**src/rtl/clock_pkg.sv**
```systemverilog
// Shared types and BCD limits for the clock blocks (time counter, alarm set, alarm ring).
package clock_pkg;

  typedef enum logic [1:0] {
    IDLE   = 2'd0,
    RING   = 2'd1,
    SNOOZE = 2'd2
  } alarm_state_e;

  localparam logic [7:0] BCD_MAX_MN_SD = 8'h59;
  localparam logic [7:0] BCD_MAX_HR    = 8'h23;

  // Raw 8-bit equality on all three pairs; malformed BCD only matches itself.
  function automatic logic time_eq(
    input logic [7:0] ha, input logic [7:0] ma, input logic [7:0] sa,
    input logic [7:0] hb, input logic [7:0] mb, input logic [7:0] sb
  );
    return (ha == hb) && (ma == mb) && (sa == sb);
  endfunction

endpackage

```
**src/rtl/edge_rise.sv**
```systemverilog
// Rising-edge detector: one-cycle pulse on the cycle d is high and was low last cycle.
module edge_rise (
  input  logic clk,
  input  logic rst_n,
  input  logic d,
  output logic pulse
);

  logic d_q;

  always_ff @(posedge clk or negedge rst_n) begin
    if (!rst_n) d_q <= 1'b0;
    else        d_q <= d;
  end

  assign pulse = d & ~d_q;

endmodule

```
**src/rtl/alarm_ring.sv**
```systemverilog
// Alarm compare plus ring/snooze state machine driving a gated square-wave buzzer.
module alarm_ring
  import clock_pkg::*;
#(
  parameter int RING_SECONDS   = 60,
  parameter int SNOOZE_SECONDS = 300,
  parameter int MAX_SNOOZE     = 3,
  parameter int TONE_HALF      = 12500
) (
  input  logic       clk,
  input  logic       rst_n,
  input  logic       sec_tick,
  input  logic [7:0] hr_time,
  input  logic [7:0] mn_time,
  input  logic [7:0] sd_time,
  input  logic [7:0] hr_alarm,
  input  logic [7:0] mn_alarm,
  input  logic [7:0] sd_alarm,
  input  logic       alarm_en,
  input  logic       set_mod,
  input  logic       key_stop,
  input  logic       key_snooze,
  output logic       buzzer,
  output logic       ringing,
  output logic       snoozing
);

  localparam int RW = $clog2(RING_SECONDS + 1);
  localparam int SW = $clog2(SNOOZE_SECONDS + 1);
  localparam int NW = $clog2(MAX_SNOOZE + 1);
  localparam int TW = $clog2(TONE_HALF + 1);

  localparam logic [RW-1:0] RING_LD   = RW'(RING_SECONDS);
  localparam logic [SW-1:0] SNZ_LD    = SW'(SNOOZE_SECONDS);
  localparam logic [NW-1:0] SNZ_MAX   = NW'(MAX_SNOOZE);
  localparam logic [TW-1:0] TONE_LAST = TW'(TONE_HALF - 1);

  logic match, match_p, stop_p, snz_p;

  assign match = time_eq(hr_time, mn_time, sd_time, hr_alarm, mn_alarm, sd_alarm);

  edge_rise u_match  (.clk(clk), .rst_n(rst_n), .d(match),      .pulse(match_p));
  edge_rise u_stop   (.clk(clk), .rst_n(rst_n), .d(key_stop),   .pulse(stop_p));
  edge_rise u_snooze (.clk(clk), .rst_n(rst_n), .d(key_snooze), .pulse(snz_p));

  alarm_state_e  state, state_n;
  logic [RW-1:0] rcnt, rcnt_n;
  logic [SW-1:0] scnt, scnt_n;
  logic [NW-1:0] snz_cnt, snz_cnt_n;
  logic [TW-1:0] tcnt, tcnt_n;
  logic          beep, beep_n, tone, tone_n, enter_ring;

  always_ff @(posedge clk or negedge rst_n) begin
    if (!rst_n) begin
      state    <= IDLE;
      rcnt     <= '0;
      scnt     <= '0;
      snz_cnt  <= '0;
      tcnt     <= '0;
      beep     <= 1'b0;
      tone     <= 1'b0;
      buzzer   <= 1'b0;
      ringing  <= 1'b0;
      snoozing <= 1'b0;
    end else begin
      state    <= state_n;
      rcnt     <= rcnt_n;
      scnt     <= scnt_n;
      snz_cnt  <= snz_cnt_n;
      tcnt     <= tcnt_n;
      beep     <= beep_n;
      tone     <= tone_n;
      // Outputs follow the next state so they never lag a transition.
      buzzer   <= (state_n == RING) & beep_n & tone_n;
      ringing  <= (state_n == RING);
      snoozing <= (state_n == SNOOZE);
    end
  end

  always_comb begin
    state_n    = state;
    rcnt_n     = rcnt;
    scnt_n     = scnt;
    snz_cnt_n  = snz_cnt;
    tcnt_n     = tcnt;
    beep_n     = beep;
    tone_n     = tone;
    enter_ring = 1'b0;

    if (set_mod || !alarm_en) begin
      state_n   = IDLE;
      snz_cnt_n = '0;
    end else if (stop_p) begin
      state_n = IDLE;
    end else if (snz_p && state == RING) begin
      if (snz_cnt < SNZ_MAX) begin
        state_n   = SNOOZE;
        scnt_n    = SNZ_LD;
        snz_cnt_n = snz_cnt + 1'b1;
      end else begin
        state_n = IDLE;
      end
    end else if (sec_tick && state == RING) begin
      beep_n = ~beep;
      if (rcnt == RW'(1)) state_n = IDLE;
      else                rcnt_n  = rcnt - 1'b1;
    end else if (sec_tick && state == SNOOZE) begin
      if (scnt == SW'(1)) enter_ring = 1'b1;
      else                scnt_n     = scnt - 1'b1;
    end else if (match_p && state == IDLE) begin
      enter_ring = 1'b1;
      snz_cnt_n  = '0;
    end

    // Tone starts high on entry so the first beep sounds immediately.
    if (enter_ring) begin
      state_n = RING;
      rcnt_n  = RING_LD;
      beep_n  = 1'b1;
      tcnt_n  = '0;
      tone_n  = 1'b1;
    end else if (state == RING && state_n == RING) begin
      if (tcnt == TONE_LAST) begin
        tcnt_n = '0;
        tone_n = ~tone;
      end else begin
        tcnt_n = tcnt + 1'b1;
      end
    end
  end

endmodule

```
**config.mk**
```make
export PLATFORM = sky130hd
export DESIGN_NAME = alarm_ring
export DESIGN_NICKNAME = d
export VERILOG_FILES = /design/src/rtl/clock_pkg.sv /design/src/rtl/edge_rise.sv /design/src/rtl/alarm_ring.sv
export SDC_FILE = /design/constraint.sdc
export NUM_CORES = 1
export LEC_CHECK = 0
export BUFFER_PORTS_ARGS = -buffer_cell sky130_fd_sc_hd__buf_4
export CAP_MARGIN = 5
export CORE_MARGIN = 1
export CORE_UTILIZATION = 50
export DETAILED_ROUTE_END_ITERATION = 10
export PLACE_DENSITY = 0.75
export SKIP_LAST_GASP = 1
export SLEW_MARGIN = 20
export SYNTH_ARGS = -nofsm -noshare
export SYNTH_HDL_FRONTEND = slang
export SYNTH_SLANG_ARGS = --single-unit
```
**constraint.sdc**
```tcl
create_clock -name clk -period 2.4 [get_ports clk]
set_input_delay 0.24 -clock clk [delete_from_list [all_inputs] [get_ports clk]]
set_output_delay 0.24 -clock clk [all_outputs]
set_load 0.03 [all_outputs]
```
==> flow_metrics.tcl <==
set metrics [dict create \
    dp_hpwl_um 4340 \
    synth_common_cells "41 x dfrtp_1, 24 x nand2_1, 23 x nor2_1" \
    grt_pass1_wl_um 9510 \
    place_congestion 0.834 \
    final_nets 408 \
    maxCapViolations 0 \
    synthDistinctLibCells 51 \
    io_pins 58 \
    yosys_warnings 0 \
    cts_root_buffer "clkbuf_8" \
    hold_violations 0 \
    design_area_mm2 0.00324 \
    ys_seq_area_frac 0.387 \
    setup_viol 0 \
    grt.total_usage 0.221 \
    clk_pin_slew_ps 80 \
    place_area_mm2 0.00313 \
    dr_total_vias 2310 \
    use_met1 0.260 \
    path_cells "inv_1 -> ha_1 -> or3b_1 -> or4_4 -> o31ai_4 -> o32ai_1" \
    grt_antenna_before_repair 0 \
    slew_headroom 0.488 \
    num-fill-cells 451 \
    crit_type "reg2reg" \
    crit_fanout 19 \
    initial_core_util 0.519 \
    die_h_um 74.8 \
    synth_area_leaders "dfrtp_1 39%, xnor2_1 7.3%, xor2_1 5.0%" \
    min_period_ps 2100 \
    finalMaxSlewViolations 0 \
    synthArstFlopShare 1.00 \
    drc 0 \
    p_leak_uw 0.00144 \
    synth_edf_count 0 \
    synth_flop_cell "dfrtp_1" \
    io_buffers 57 \
    synth_top_area_cell "dfrtp_1" \
    wl_per_cell_um 13.6 \
    cts_setup_buffers 0 \
    core_area_mm2 0.00511 \
    cp.required_ps 2550 \
    avgViaCountPerCell 5.53 \
    drtIter0Drc 80 \
    layout-drive-gt1-share 0.241 \
    reg2reg_slack_ps 300 \
    syn_inst 286 \
    grtUsageMet3 0.0375 \
    tightestPinTransition_ps 768 \
    dieArea_mm2 0.00559 \
    crit_family "simple AND/OR/NAND/NOR gates" \
    synth.avg_cell_area_um2 9.26 \
    cts_buffers 5 \
    mappedNetlistNets 347 \
    min_path_type "in2reg" \
    cts_tree "done" \
    p_per_area_mw_per_mm2 414 \
    cpPeakStageDelay_ps 540 \
    drt-pass1-iter-count 4 \
    synth.top_cell.area_share 0.387 \
    antenna_cells 0 \
    slowest_stage "or4_4" \
    rows 26 \
    cts_max_path_buffers 2 \
    grt_overflow_total 0 \
    cts_num_sinks 41 \
    startpoint_type "flop" \
    crit_buf_inv 1 \
    min_period_over_period 0.874 \
    timing.setup.tns_ps 0 \
    synth.most_common_cell "dfrtp_1" \
    arrival_ps 2250 \
    use_met2 0.415 \
    grt_max_degree 42 \
    grt_busiest_layer "met2" \
    area_delta_synth_final_pct 22.5 \
    synth_seq_cells 41 \
    postRouteAntennaNets 0 \
    end_kind "flop" \
    wl_um 5680 \
    htreeDepth 2 \
    outcome "finished clean" \
    die_w_um 74.8 \
    fmax_mhz 477 \
    rsz0062_at_grt "no" \
    peakVddDrop_uv 327 \
    skew_ps 8.08 \
    clkLatencyLatePin_ps 290 \
    syn_area_mm2 0.00265 \
    grt_pass1_vias 2229 \
]
where the power goes:
part | internal [µW] | switching (µW)
clock network | 260 | 233
logic | 90.9 | 63.0
registers | 694 | 2.94
total | 1040 | 299
logic make-up (layout without fill, tap and decap cells):
group | count (synthesis) | after routing | share of synthesized area
AND/OR/NAND/NOR | 134 | 134 | 0.291
AO/OA/AOI/OAI | 48 | 48 | 0.129
flip-flops | 41 | 41 | 0.387
XOR/XNOR | 37 | 37 | 0.122
buffers and inverters | 19 | 81 | 0.0373
adder cells (fa/ha/maj) | 6 | 6 | 0.0283
multiplexers | 1 | 1 | 0.00425
what timing repair did:
action                                  in CTS  in global routing
endpoints found under the hold margin       41                  0
endpoints found under the setup margin       0                  0
gates resized for setup                      0                  0
hold buffers                                 1                  0
path summary, 6_finish.rpt:
path	to	from	cells after the start
max	tcnt[8]$_DFFE_PN0P_	scnt[1]$_DFFE_PN0P_	6
min	u_stop.d_q$_DFF_PN0_	key_stop	1
max reg2reg	tcnt[8]$_DFFE_PN0P_	scnt[1]$_DFFE_PN0P_	6
min reg2reg	scnt[1]$_DFFE_PN0P_	scnt[1]$_DFFE_PN0P_	2
max in group asynchronous	u_snooze.d_q$_DFF_PN0_	rst_n	2
min in group asynchronous	tcnt[9]$_DFFE_PN0P_	rst_n	2
layout by cell type, fill, tap and decap left out, drive strengths merged, types with 2 or more instances in the layout:
| cell | count |
|---|---|
| nor3 | 10 |
| and3 | 2 |
| nand3b | 3 |
| or3 | 9 |
| buf | 60 |
| dfrtp | 41 |
| clkbuf | 7 |
| a21oi | 15 |
| nand2 | 24 |
| nor2 | 23 |
| or3b | 2 |
| or2 | 2 |
| nor4 | 8 |
| nor3b | 2 |
| o31a | 2 |
| xor2 | 15 |
| xnor2 | 22 |
| ha | 6 |
| nand4bb | 2 |
| or4 | 5 |
| inv | 12 |
| o31ai | 11 |
| nand2b | 5 |
| nand4 | 12 |
| nand3 | 16 |
| o21ai | 12 |
| nor2b | 4 |
flip-flops by register name, indices dropped and copies added, names as in the netlist, 2 cells and up:
| register | count |
|---|---|
| state | 2 |
| scnt | 9 |
| tcnt | 14 |
| rcnt | 6 |
| snz_cnt | 2 |
layer usage:
metal / part of all wire / wire [µm]
met1: 0.44 / 2500
met2: 0.52 / 2960
met3: 0.029 / 166
met4: 0.0081 / 46
met5: 0 / 0
through the flow:
stage	worst slack, ps	hold WS (ps)	power (µW)	instances	util
2_1_floorplan	458	-55.6	767	286	-
6_report	302	75.5	1340	418	0.635
5_1_grt	84.6	60.9	1400	418	0.635
3_5_place_dp	184	256	865	409	0.613
3_3_place_gp	233	251	861	409	0.613
4_1_cts	273	70.5	1360	418	0.635
final cells by class:
| type | count | area [µm²] | area share |
|---|---|---|---|
| Multi-Input combinational cell | 226 | 1520 | 0.470 |
| Sequential cell | 41 | 1030 | 0.316 |
| Timing Repair Buffer | 61 | 460 | 0.142 |
| Clock buffer | 7 | 96.3 | 0.0297 |
| Tap cell | 70 | 87.6 | 0.0270 |
| Inverter | 12 | 45.0 | 0.0139 |
| Clock inverter | 1 | 5.00 | 0.00154 |
(Power assumes the default switching activity.)
